**src/rtl/demux_pkg.sv**
```systemverilog
// rtl/demux_pkg.sv - shared channel codes, sizes and buffer states for the demux deserializer
package demux_pkg;

    localparam int SEL_W  = 2;
    localparam int NUM_CH = 4;

    localparam logic [SEL_W-1:0] CH_A = 2'd0;
    localparam logic [SEL_W-1:0] CH_B = 2'd1;
    localparam logic [SEL_W-1:0] CH_C = 2'd2;
    localparam logic [SEL_W-1:0] CH_D = 2'd3;

    typedef enum logic {
        ST_EMPTY = 1'b0,
        ST_FULL  = 1'b1
    } buf_state_e;

    function automatic logic [NUM_CH-1:0] ch_onehot(input logic [SEL_W-1:0] ch);
        return NUM_CH'(1) << ch;
    endfunction

endpackage

```
**src/rtl/demux_deser_lane.sv**
```systemverilog
// rtl/demux_deser_lane.sv - one channel's shift register and bit counter
module demux_deser_lane #(
    parameter int WIDTH = 8
) (
    input  logic             clk,
    input  logic             rst,
    input  logic             shift_en,
    input  logic             bit_in,
    output logic             done,
    output logic [WIDTH-1:0] word
);

    localparam int                CNT_W = $clog2(WIDTH);
    localparam logic [CNT_W-1:0]  LAST  = CNT_W'(WIDTH - 1);

    // Only WIDTH-1 bits are stored; the final bit goes straight into the word.
    logic [WIDTH-2:0] r_shreg;
    logic [CNT_W-1:0] r_cnt;

    assign word = {r_shreg, bit_in};
    assign done = shift_en && (r_cnt == LAST);

    always_ff @(posedge clk) begin
        if (rst) begin
            r_shreg <= '0;
            r_cnt   <= '0;
        end else if (shift_en) begin
            r_shreg <= word[WIDTH-2:0];
            r_cnt   <= (r_cnt == LAST) ? '0 : r_cnt + 1'b1;
        end
    end

endmodule

```
**src/rtl/demux_deser.sv**
```systemverilog
// rtl/demux_deser.sv - deserializes the four demux outputs into tagged words with a one-entry output buffer
module demux_deser
    import demux_pkg::*;
#(
    parameter int WIDTH = 8
) (
    input  logic             clk,
    input  logic             rst,
    input  logic             in_valid,
    input  logic [SEL_W-1:0] sel,
    input  logic             a,
    input  logic             b,
    input  logic             c,
    input  logic             d,
    output logic             out_valid,
    input  logic             out_ready,
    output logic [WIDTH-1:0] out_data,
    output logic [SEL_W-1:0] out_ch,
    output logic             overflow,
    output logic             route_err,
    input  logic             clr_err
);

    logic [NUM_CH-1:0] w_bits;
    logic [NUM_CH-1:0] w_sel_onehot;
    logic [NUM_CH-1:0] w_done;
    logic [WIDTH-1:0]  w_word [NUM_CH];
    logic              w_any_done;
    logic [WIDTH-1:0]  w_sel_word;
    logic              w_fault;
    logic              w_drop;

    assign w_bits       = {d, c, b, a};
    assign w_sel_onehot = ch_onehot(sel);

    for (genvar i = 0; i < NUM_CH; i++) begin : g_lane
        demux_deser_lane #(.WIDTH(WIDTH)) u_lane (
            .clk      (clk),
            .rst      (rst),
            .shift_en (in_valid && w_sel_onehot[i]),
            .bit_in   (w_bits[i]),
            .done     (w_done[i]),
            .word     (w_word[i])
        );
    end

    // Only the selected lane can shift, so its word is the only possible completion.
    assign w_any_done = |w_done;
    assign w_sel_word = w_word[sel];
    assign w_fault    = in_valid && |(w_bits & ~w_sel_onehot);

    buf_state_e r_state;
    logic             r_out_valid;
    logic [WIDTH-1:0] r_out_data;
    logic [SEL_W-1:0] r_out_ch;
    logic             r_overflow;
    logic             r_route_err;

    assign w_drop = (r_state == ST_FULL) && !out_ready && w_any_done;

    always_ff @(posedge clk) begin
        if (rst) begin
            r_state     <= ST_EMPTY;
            r_out_valid <= 1'b0;
            r_out_data  <= '0;
            r_out_ch    <= '0;
            r_overflow  <= 1'b0;
            r_route_err <= 1'b0;
        end else begin
            case (r_state)
                ST_EMPTY: begin
                    if (w_any_done) begin
                        r_state     <= ST_FULL;
                        r_out_valid <= 1'b1;
                        r_out_data  <= w_sel_word;
                        r_out_ch    <= sel;
                    end
                end
                ST_FULL: begin
                    if (out_ready && w_any_done) begin
                        r_out_data <= w_sel_word;
                        r_out_ch   <= sel;
                    end else if (out_ready) begin
                        r_state     <= ST_EMPTY;
                        r_out_valid <= 1'b0;
                    end
                end
                default: begin
                    r_state     <= ST_EMPTY;
                    r_out_valid <= 1'b0;
                end
            endcase
            // A fresh error in the clearing cycle keeps the flag set.
            r_overflow  <= (r_overflow  && !clr_err) || w_drop;
            r_route_err <= (r_route_err && !clr_err) || w_fault;
        end
    end

    assign out_valid = r_out_valid;
    assign out_data  = r_out_data;
    assign out_ch    = r_out_ch;
    assign overflow  = r_overflow;
    assign route_err = r_route_err;

endmodule

```
**config.mk**
```make
export PLATFORM = sky130hd
export DESIGN_NAME = demux_deser
export DESIGN_NICKNAME = d
export VERILOG_FILES = /design/src/rtl/demux_pkg.sv /design/src/rtl/demux_deser_lane.sv /design/src/rtl/demux_deser.sv
export SDC_FILE = /design/constraint.sdc
export NUM_CORES = 1
export LEC_CHECK = 0
export BUFFER_PORTS_ARGS = -buffer_cell sky130_fd_sc_hd__buf_2
export CORE_MARGIN = 1.5
export CORE_UTILIZATION = 50
export CTS_CLUSTER_SIZE = 40
export DETAILED_ROUTE_END_ITERATION = 10
export PLACE_DENSITY = 0.69
export SYNTH_ARGS = -nofsm -noshare
export SYNTH_HDL_FRONTEND = slang
export SYNTH_HIERARCHICAL = 1
export SYNTH_SLANG_ARGS = --single-unit
```
**constraint.sdc**
```tcl
create_clock -name clk -period 2.9 [get_ports clk]
set_clock_uncertainty 0.15 [all_clocks]
set_input_delay 0.29 -clock clk [delete_from_list [all_inputs] [get_ports clk]]
set_output_delay 0.29 -clock clk [all_outputs]
set_load 0.03 [all_outputs]
```
## After elaboration in Yosys (flattened, before gate mapping)

Cells that the tools add are included.

- Register bits: 54
- Bits in latches: 0
- Bits in writable memories: 0
- Memory bits (read-only): 0
- Input bits: 11
- Output and inout port bits: 13
- Word-level logic and storage cells: 75
- Memories kept: 0

- $add $sub $neg: 4
- Multiply operators: 0
- Divide/modulo/power cells: 0
- $lt $le $gt $ge: 1
- Equality and inequality tests: 8
- Shift operators: 1
- Multiplexer cells: 21
- Bitwise logic cells: 4
- Reductions and logical operators: 22

Operator list:

| operator | count |
|---|---|
| 2-to-1 mux 8 bit | 4 |
| binary-select mux 8 bit (select 2 bit) | 1 |
| case mux 8 bit (2 select lines) | 1 |
| logical AND 1 bit | 14 |
| adder 3 x 1 -> 3 bit (second input constant) | 4 |
| equality test 3 bit (second input constant) | 4 |
| 2-to-1 mux 3 bit | 4 |
| OR reduction 4 bit | 2 |
| 2-to-1 mux 1 bit | 6 |
| != test 2 bit (second input constant) | 3 |
| AND 4 bit | 1 |
| 2-to-1 mux 2 bit | 2 |
| inverter 4 bit | 1 |
| case mux 1 bit (2 select lines) | 2 |
| case mux 2 bit (2 select lines) | 1 |
| left shift 1 x 2 -> 4 bit (first input constant) | 1 |
| >= comparator 3 bit (second input constant) | 1 |
| inverter 2 -> 3 bit | 1 |
| AND reduction 3 bit | 1 |
| logical NOT 1 bit | 2 |
| logical OR 1 bit | 2 |
| != test 2 x 1 -> 1 bit (second input constant) | 1 |
| AND reduction 2 bit | 1 |
| inverter 1 bit | 1 |

## Longest topological paths before layout

- Word-level depth: 7
- Gate-level depth with buffers: 10

## Hierarchy

The synthesis kept the hierarchy.

Modules (own cells, without submodules):

| module | times used | cells an instance | area each (sq um) |
|---|---|---|---|
| demux_deser_lane | 4 | 37 | 394.1 |
| demux_deser | 1 | 85 | 855.8 |

## Worst setup path after synthesis

No wires, ideal clock.

- Path kind: input -> register
- From: in sel[1]
- To: reg r_overflow (netlist: overflow)
- Library setup time: 128 ps
- Data arrival time: 1909 ps
- Required time: 2622 ps
- Slack: 714 ps
- Stages on the path: 9
- Cells stage by stage: buf_2 -> buf_2 -> and3_1 -> buf_4 -> and2_1 -> or4_4 -> clkbuf_8 -> a21oi_2 -> nor2_1

- Cells in the longest elaborated chain, start to end: 6

RTL lines:

| element | RTL line | text |
|---|---|---|
| from (decl) | demux_deser.sv:10 | `input logic [SEL_W-1:0] sel,` |
| left shift 1 x 2 -> 4 bit | demux_pkg.sv:18 | `return NUM_CH'(1) << ch;` |
| logical AND 1 bit | demux_deser.sv:40 | `.shift_en (in_valid && w_sel_onehot[i]),` |
| logical AND 1 bit | demux_deser_lane.sv:21 | `assign done = shift_en && (r_cnt == LAST);` |
| net w_done[3] | demux_deser.sv:26 | `logic [NUM_CH-1:0] w_done;` |
| OR reduction 4 bit | demux_deser.sv:48 | `assign w_any_done = \|w_done;` |
| logical AND 1 bit | demux_deser.sv:59 | `assign w_drop = (r_state == ST_FULL) && !out_ready && w_any_done;` |
| logical OR 1 bit | demux_deser.sv:94 | `r_overflow <= (r_overflow && !clr_err) \|\| w_drop;` |
| to (signal assigned) | demux_deser.sv:94 |  |
| to (decl) | demux_deser.sv:56 | `logic r_overflow;` |

The timed path passes the listed nets, and every way through them passes these cells.
A chain may end at the register's enable or synchronous reset.

## Worst setup path in the final report

- From: reg g_lane[1].u_lane.r_cnt[0]
- To: reg r_out_valid (netlist: out_valid)

- Cells in the longest elaborated chain, start to end: 6

RTL lines:

| element | RTL line | text |
|---|---|---|
| from (decl) | demux_deser_lane.sv:18 | `logic [CNT_W-1:0] r_cnt;` |
| from (signal assigned) | demux_deser_lane.sv:29 | `r_cnt <= (r_cnt == LAST) ? '0 : r_cnt + 1'b1;` |
| equality test 3 bit (*) | demux_deser_lane.sv:21 |  |
| logical AND 1 bit (*) | demux_deser_lane.sv:21 |  |
| net w_done[1] | demux_deser.sv:26 |  |
| OR reduction 4 bit (*) | demux_deser.sv:48 |  |
| logical AND 1 bit | demux_deser.sv:80 | `if (out_ready && w_any_done) begin` |
| != test 2 bit (no source line) | -- |  |
| AND reduction 3 bit (no source line) (*) | -- |  |
| to (signal assigned) | demux_deser.sv:64 | `r_out_valid <= 1'b0;` |
| to (signal assigned) | demux_deser.sv:85 | `r_out_valid <= 1'b0;` |
| to (signal assigned) | demux_deser.sv:90 | `r_out_valid <= 1'b0;` |
| to (decl) | demux_deser.sv:53 | `logic r_out_valid;` |

Mark *: on every way through the listed nets, which the timed path passes. The rest lies on a longest branch.

==> summary.txt <==
Finish
  • Ant. Diodes: 0
  • Final core utilization: 0.5555
  • Syn-to-layout area delta: 7.150%
  • Final net count: ~270
  • Fin cells: around 300
  • Fraction of layout cells with a size suffix above 1: 0.1734
  • Fin area: 2606 µm²

Timing
  • Slew headroom: 0.5195
  • Final Hold Vio Count: 0
  • Fmax: 480.8 MHz
  • Period utilization: 0.7172
  • Tmin final: 2080 ps
  • Max Transition Viols Final: 0
  • RSZ-0062 raised after global routing: no
  • Actual slew at the worst max-slew pin: 720.7 ps
  • Number of setup violations in the final report: 0
  • Setup_tns: 0 ps
  • Worst hold slack: 52.55 ps
  • Final setup margin: 820.2 ps

Flow run
  • Max_cap viols: 0

Placement
  • Port Buffers: 23
  • Placed inst area: 2515 µm²
  • Inst Count DP: around 290
  • Dpl ws: between 500 and 600 ps
  • Gp weighted congestion: just under 0.8
  • Post-DP HPWL: 3.140 mm

CTS
  • Skew-Pair Late Insertion Delay: 300 ps
  • Clock Sinks: 54
  • Hold_buf cts: 0
  • Root buffer cell: clkbuf_8
  • # Post-CTS Setup Buffers: 0
  • Post-CTS Resized: 0
  • Num CTS Buffers: 5
  • CTS tree: done
  • Clock Path Buffers: 2
  • H-tree depth: 2
  • Reg clk slew, reported paths: ~90 ps

Route
  • Post-route DRC: 0
  • Vias/cell: 5.560
  • Routed WL: 4.381 mm
  • Final ANT Viol Nets: 0
  • Avg WL per Cell: around 15 µm
  • 1st-iter DRT viols: 48
  • Vias: between 1.5k and 2k
  • First-pass detailed-route iteration total: 4

Synthesis
  • Post-synth EDFFs: 0
  • Post-Synthesis Cells: 233
  • FFs w/ async S/R, synth: 0
  • Syn nets: between 200 and 300
  • Synth Flop Type: dfxtp_1
  • Post-Syn Area: 2432 µm²
  • Syn. warnings: 6
  • Syn Area/Cell: ~10 µm²
  • Register area share after synthesis: 0.4444
  • Synth Register Bits: 54
  • Netlist cell types: 33

Floorplanning
  • # rows: 25
  • Core area: 4692 µm²
  • # IOs: 24
  • Die H: 72.75 µm
  • Die area: 5292 µm²
  • Starting Density: 0.5184
  • Die Wd: 72.75 µm

Setup path
  • WP data arrival: ~2100 ps
  • Startpoint Class: flop
  • CP endpoint kind: flop
  • Crit Path Max Fanout: 12
  • Setup CP Type: flop to flop
  • CP required: 2920 ps

Pwr
  • PwrDens: 481.8 nW/µm²
  • VDD IR max: 0.3324 mV
  • Total power: between 1 and 1.5 mW
  • Static leakage: 1.038 nW

Global route
  • First-pass GRT wire length: 7.141 mm
  • Pin count of the biggest net entering global routing: 41
  • Initial antenna violation count: 0
  • Global route overflow: 0
  • Global Route Usage Sum: 0.1762
  • Vias in the first global route: 1502

Hold path
  • Min-delay worst type: primary input to flop

Run status
  • Status: complete, no violations
## logic make-up after synthesis
family,after synthesis,share of synthesized area
adder cells (fa/ha/maj),8,0.04115
AO/OA/AOI/OAI,30,0.06791
flip-flops,54,0.4444
AND/OR/NAND/NOR,73,0.1518
buffers and inverters,23,0.06173
multiplexers,45,0.2330
## cells in the mapped netlist (2+ instances only)
cell type,number,share of area
dfxtp_1,54,0.44
nor2_1,38,0.059
mux2i_1,36,0.15
a21oi_1,16,0.033
nand3_1,10,0.021
o21ai_0,10,0.021
buf_4,8,0.025
ha_1,8,0.041
clkbuf_1,6,0.0093
nand2b_1,6,0.015
and2_1,4,0.010
buf_2,4,0.0082
mux4_1,4,0.043
mux4_2,4,0.037
or3b_1,4,0.014
inv_1,2,0.0031
nor2b_1,2,0.0051
nor3b_1,2,0.0062
## registers in the layout, indices dropped and copies added (netlist names)
signal,flops
r_state,1
out_valid,1
overflow,1
out_ch,2
route_err,1
g_lane.u_lane/r_cnt,12
out_data,8
g_lane.u_lane/r_shreg,28
## area by class of cell
type / count / area [µm²]
flip-flops and latches: 54 / 1081
repair buffers: 28 / 152.6
fillers: 415 / 2086
well taps: 54 / 67.56
clock buffers: 7 / 86.33
inverters: 2 / 7.507
multi-input cells: 156 / 1206
clock inverters: 1 / 5.005
## placed cells by master (no fill, tap or decap), types with 2 or more instances in the layout
cell       n
mux2i_1   36
dfxtp_1   54
mux4_2     4
mux4_1     4
ha_1       8
buf_4      5
or3b_1     4
and2_1     4
clkbuf_8   6
nand3_1   10
inv_1      2
nand2b_1   6
nor2b_1    2
a21oi_1   16
nor2_1    38
buf_2     23
o21ai_0   10
## where the power goes
part	total (mW)	switching [mW]	internal, mW
clock network	0.424	0.231	0.193
logic	0.0787	0.0450	0.0338
registers	0.753	0.00505	0.748
total	1.26	0.281	0.975
## layer usage
metal,vias up,GRT usage,wire [µm]
met1,786,0.2375,2095
met3,8,0.04282,157
li1,852,-,-
met5,-,0,0
met4,0,0.08176,91
met2,33,0.2671,2037
## critical path, stage by stage, from the launching register on
cell and delay, ps:
dfxtp_1 340, ha_1 200, ha_1 190, and2_1 190, or4_4 630, a21oi_1 180
a311oi_1 60
## worst paths after layout
path / from / to / slack (ps) / cells past startpoint
max: g_lane[1].u_lane/r_cnt[0] / out_valid / 820 / 6
min: out_ready / out_valid / 50 / 2
max reg2reg: g_lane[1].u_lane/r_cnt[0] / out_valid / 820 / 6
min reg2reg: out_data[3] / out_data[3] / 320 / 2
Note: power is estimated with default switching activity, not from simulation.
